==> config.mk <==
export PLATFORM = sky130hd
export DESIGN_NAME = servo_pwm_gen
export DESIGN_NICKNAME = d
export VERILOG_FILES = /design/src/rtl/servo_pwm_gen.sv
export SDC_FILE = /design/constraint.sdc
export NUM_CORES = 1
export LEC_CHECK = 0
export BUFFER_PORTS_ARGS = -buffer_cell sky130_fd_sc_hd__clkbuf_2
export CAP_MARGIN = 5
export CELL_PAD_IN_SITES_DETAIL_PLACEMENT = 0
export CELL_PAD_IN_SITES_GLOBAL_PLACEMENT = 1
export CORE_MARGIN = 2
export CORE_UTILIZATION = 45
export CTS_CLUSTER_DIAMETER = 30
export CTS_CLUSTER_SIZE = 30
export DETAILED_ROUTE_END_ITERATION = 12
export GPL_ROUTABILITY_DRIVEN = 0
export HOLD_SLACK_MARGIN = 0.06
export PLACE_DENSITY = 0.78
export SETUP_SLACK_MARGIN = 0.3
export SLEW_MARGIN = 20
export SYNTH_ARGS = -nofsm -noshare
export SYNTH_HDL_FRONTEND = slang
export SYNTH_SLANG_ARGS = --single-unit
==> constraint.sdc <==
create_clock -name clk -period 3.8 [get_ports clk]
set_clock_uncertainty 0.15 [all_clocks]
set_input_delay 0.76 -clock clk [delete_from_list [all_inputs] [get_ports clk]]
set_output_delay 0.76 -clock clk [all_outputs]
set_load 0.02 [all_outputs]
==> src/rtl/servo_pwm_gen.sv <==
// Servo PWM generator: a 1-tick prescaler drives a frame tick counter; an FSM shapes
// the pulse, and position commands are buffered in a one-deep pending slot.
module servo_pwm_gen #(
    parameter int unsigned CLK_HZ   = 100_000_000,
    parameter int unsigned TICK_HZ  = 1_000_000,
    parameter int unsigned FRAME_US = 20000,
    parameter int unsigned MIN_US   = 1000,
    parameter int unsigned MAX_US   = 2000
) (
    input  logic       clk,
    input  logic       rst,
    input  logic       enable,
    input  logic [7:0] pos,
    input  logic       pos_valid,
    output logic       pos_ready,
    output logic       pwm,
    output logic       frame_start
);

    localparam int unsigned DIV  = CLK_HZ / TICK_HZ;
    localparam int unsigned SPAN = MAX_US - MIN_US;
    localparam int unsigned TW   = $clog2(FRAME_US + 1);
    localparam int unsigned DW   = (DIV > 1) ? $clog2(DIV) : 1;
    localparam int unsigned PW   = 8 + $clog2(SPAN + 1) + 1;
    localparam logic [TW-1:0] RESET_W = TW'(MIN_US + (64'd128 * SPAN) / 64'd255);

    generate
        if (!(MIN_US <= MAX_US && MAX_US < FRAME_US && DIV >= 1)) begin : g_param_error
            $error("servo_pwm_gen: need MIN_US <= MAX_US < FRAME_US and CLK_HZ/TICK_HZ >= 1");
        end
    endgenerate

    typedef enum logic [1:0] {IDLE, HIGH, LOW} state_t;

    state_t          state, state_n;
    logic [DW-1:0]   presc, presc_n;
    logic [TW-1:0]   tcnt, tcnt_n;
    logic [TW-1:0]   active_w, active_n;
    logic [TW-1:0]   pend_w, pend_w_n;
    logic            pend_full, pend_full_n;
    logic            stop_req, stop_n;
    logic            pwm_n, fs_n;
    logic            frame_go;
    logic            tick;
    logic [TW-1:0]   tcnt_inc;
    logic [TW-1:0]   eff_w;
    logic [TW-1:0]   w_new;

    assign tick      = (presc == DW'(DIV - 1));
    assign tcnt_inc  = tcnt + TW'(1);
    assign eff_w     = pend_full ? pend_w : active_w;
    assign w_new     = TW'(MIN_US) + TW'((PW'(pos) * PW'(SPAN)) / PW'(255));
    assign pos_ready = !pend_full;

    always_ff @(posedge clk or posedge rst) begin
        if (rst) begin
            state       <= IDLE;
            presc       <= '0;
            tcnt        <= '0;
            active_w    <= RESET_W;
            pend_w      <= '0;
            pend_full   <= 1'b0;
            stop_req    <= 1'b0;
            pwm         <= 1'b0;
            frame_start <= 1'b0;
        end else begin
            state       <= state_n;
            presc       <= presc_n;
            tcnt        <= tcnt_n;
            active_w    <= active_n;
            pend_w      <= pend_w_n;
            pend_full   <= pend_full_n;
            stop_req    <= stop_n;
            pwm         <= pwm_n;
            frame_start <= fs_n;
        end
    end

    always_comb begin
        state_n     = state;
        presc_n     = presc;
        tcnt_n      = tcnt;
        active_n    = active_w;
        pend_w_n    = pend_w;
        pend_full_n = pend_full;
        stop_n      = stop_req;
        pwm_n       = 1'b0;
        fs_n        = 1'b0;
        frame_go    = 1'b0;

        case (state)
            IDLE: begin
                presc_n  = '0;
                tcnt_n   = '0;
                stop_n   = 1'b0;
                frame_go = enable;
            end
            HIGH: begin
                pwm_n = 1'b1;
                // enable dropping mid-pulse is remembered so LOW runs to the frame end
                if (!enable) stop_n = 1'b1;
                if (tick) begin
                    presc_n = '0;
                    tcnt_n  = tcnt_inc;
                    if (tcnt_inc == active_w) begin
                        state_n = LOW;
                        pwm_n   = 1'b0;
                    end
                end else begin
                    presc_n = presc + DW'(1);
                end
            end
            LOW: begin
                if (!enable && !stop_req) begin
                    state_n = IDLE;
                    presc_n = '0;
                    tcnt_n  = '0;
                end else if (tick) begin
                    presc_n = '0;
                    if (tcnt_inc == TW'(FRAME_US)) begin
                        if (enable) begin
                            frame_go = 1'b1;
                        end else begin
                            state_n = IDLE;
                            tcnt_n  = '0;
                        end
                    end else begin
                        tcnt_n = tcnt_inc;
                    end
                end else begin
                    presc_n = presc + DW'(1);
                end
            end
            default: state_n = IDLE;
        endcase

        if (frame_go) begin
            state_n = (eff_w == '0) ? LOW : HIGH;
            pwm_n   = (eff_w != '0);
            fs_n    = 1'b1;
            presc_n = '0;
            tcnt_n  = '0;
            stop_n  = 1'b0;
            if (pend_full) begin
                active_n    = pend_w;
                pend_full_n = 1'b0;
            end
        end

        // Uses the pre-edge pend_full, so a command landing on a frame start waits a frame
        if (pos_valid && !pend_full) begin
            pend_w_n    = w_new;
            pend_full_n = 1'b1;
        end
    end

endmodule

==> reports/qor.yml <==
detailed_routing:
  drt-total-wl_um: 22000
  vias: 7445
  drcViolationCount: 0
  antenna_left: 0
  drtIter0Drc: 368
  first_pass_iters: 4
  wl_per_cell_um: 17.3
  via_per_inst: 5.84
worst_setup_path:
  arrival_ns: 9.65
  critPathLaunch: "pos[1]"
  path_max_fanout: 6
  crit_family: "adder cells"
  crit_top_cell: "buf_4"
  worstSetupPathType: "input pin to flop"
  r2r-start: "tcnt[3]"
  crit_required_ns: 3.84
  cp_slowest_cell: "fa_1"
  start_kind: "input pin"
  path_buf_inv: 15
  slowest_delay_ns: 0.57
  end_kind: "flop"
timing:
  tightest_slew_ns: 0.841
  finalCriticalPeriod_ns: 9.60
  max_freq_mhz: 104
  period_share_pct: 253
  rsz0062_at_grt: "yes"
  setup_violations: 12
  setup_slack_ns: -5.80
  max_slew_margin_pct: 43.4
  drv_slew: 0
  finalHoldViolCount: 0
logic_synthesis:
  synth_top_area_share_pct: 17.9
  yosysWarningCount: 0
  synth-main-ff-cell: "dfrtp_1"
  synthMostInstantiatedCell: "nand2_1"
  synth_cell_types: 90
  synth_seq_cells: 55
  synthTopCellsByCount: "nand2_1 (84), nor2_1 (56), inv_1 (51), ha_1 (49), o21ai_0 (48)"
  synth.avg_cell_area_um2: 8.23
  syn-num-nets: 881
  postSynth.asyncResetShare_pct: 100
  syn-instance-count: 799
  seq_area_frac_synth_pct: 21.1
  syn-cell-area_um2: 6570
  synth_edf_count: 0
  yosysTopAreaCell: "dfrtp_1"
  ys_top_cells_by_area: "dfrtp_1 (18%), ha_1 (9.3%), fa_1 (6.4%)"
run_status:
  failed_checks: "setup timing"
  status: "finished, violations left"
job:
  cap_viol_max_count: 0
cts:
  clock_path_buffers: 2
  htree_num_levels: 2
  tritoncts: "built"
  cts_num_sinks: 55
  insertion_delay_ns: 0.30
  cts.reportedPaths.clkPinSlew_ns: 0.07
  root_buffer: "clkbuf_16"
  ctsHoldBuffers: 0
  cts_buffers: 5
global_route:
  grt_pass1_vias: 7020
  grt_pass1_wl_um: 32700
  grt_use_total_pct: 24.8
  antenna_found_initial: 0
  gr-total-overflow: 0
  grt_max_degree: 39
layout:
  nFillCells: 1039
  fin_nets: 1171
  antenna_cells: 0
  syn_to_final_growth_pct: 58.2
  drive_gt1_share_pct: 47.2
  postLayoutCellArea_um2: 10400
placement:
  port_buffers: 14
  hpwlAfterDp_um: 15700
  placed_area_um2: 8700
min_path:
  hold_start: "tcnt[14]"
  worstHoldPathType: "flop to flop"
floorplan:
  ioPinCount: 15
  die_area_um2: 15600
  dieHeight_um: 125
  rows: 44
  coreArea_um2: 14400
  die_w_um: 125
  start_util_pct: 45.6
[registers in the layout, indices dropped and copies added, names as in the netlist]
signal and flops:
tcnt 15, presc 7, active_w 15, pend_w 12
frame_start 1, stop_req 1, pend_full 1, state 2
pwm 1
[worst reg2reg max path: cells and delay by family, from the launching register on]
family	cells	cell delay (ns)
muxes	1	0.36
xor gates and xnor gates	1	0.14
AOI/OAI and AO/OA	1	0.11
buffers and inverters	3	0.44
DFF	1	0.45
and+or+nand+nor	9	1.54
[through the flow]
stage | std cells | setup WS (ns) | TNS (ns) | utilization (%) | hold WS [ns]
3_3_place_gp | 1202 | -6.08 | -68.41 | 60.3 | 0.329
3_5_place_dp | 1202 | -6.40 | -71.27 | 60.3 | 0.346
5_1_grt | 1274 | -6.11 | -68.63 | 72.1 | 0.393
2_1_floorplan | 799 | -5.61 | -60.94 | - | 0.308
6_report | 1274 | -5.80 | -65.14 | 72.1 | 0.354
4_1_cts | 1232 | -5.53 | -61.98 | 65.0 | 0.363
[cells by family after synthesis]
group	share of synthesized area, %
adder cells (fa/ha/maj)	15.9
buffers and inverters	4.36
multiplexers	2.84
XOR/XNOR	8.64
flip-flops	21.1
AO/OA/AOI/OAI	23.5
AND/OR/NAND/NOR	23.7
[final timing paths]
path	endpoint	cells past startpoint	slack (ns)
min in group asynchronous	tcnt[11]	2	0.45
worst min-delay path	tcnt[14]	2	0.35
worst min register to register	tcnt[14]	2	0.35
max in group asynchronous	active_w[3]	3	2.24
worst max register to register	active_w[1]	15	0.50
worst max-delay path	pend_w[0]	45	-5.80
[per-layer routing]
metal	global-route usage, %	part of all wire [%]	up-vias
li1	-	-	3500
met3	2.62	4.4	78
met2	46.5	52	242
met1	29.8	40	3625
met4	7.12	3.6	0
met5	0	0	-
[final cells by class]
class / count / area (um2) / share of cell area [%]
Tap cell: 184 / 230 / 2.21
Multi-Input combinational cell: 673 / 6060 / 58.3
Clock buffer: 6 / 139 / 1.34
Sequential cell: 55 / 1390 / 13.4
Inverter: 51 / 191 / 1.84
Timing Repair Buffer: 303 / 2350 / 22.6
Clock inverter: 2 / 38.8 / 0.373
[timing repair]
action                                  4_1_cts  5_1_grt
gates resized for setup                      71      128
setup buffers                                21       42
endpoints found under the setup margin       21       40
cloned                                        1        0
pin swaps                                    40       82
[cell usage in the layout (no fill, tap or decap), types with 11 or more instances in the layout]
cell and instances:
nor3_1 12, clkbuf_2 12, and2_1 11, dfrtp_1 45, mux2_2 13, a21oi_1 26
nor4_1 12, nand2_1 78, o21ai_0 40, nor2_1 44, buf_4 268, a21oi_2 11
a21o_1 11, buf_6 19, inv_1 46, ha_1 40, nand3_1 32, xor2_1 19
nand4_1 12, fa_1 21, xnor2_1 36
Power is left out: the tool's default activity adds up to more than one toggle a clock period on the data nets, which glitch-free logic cannot reach.
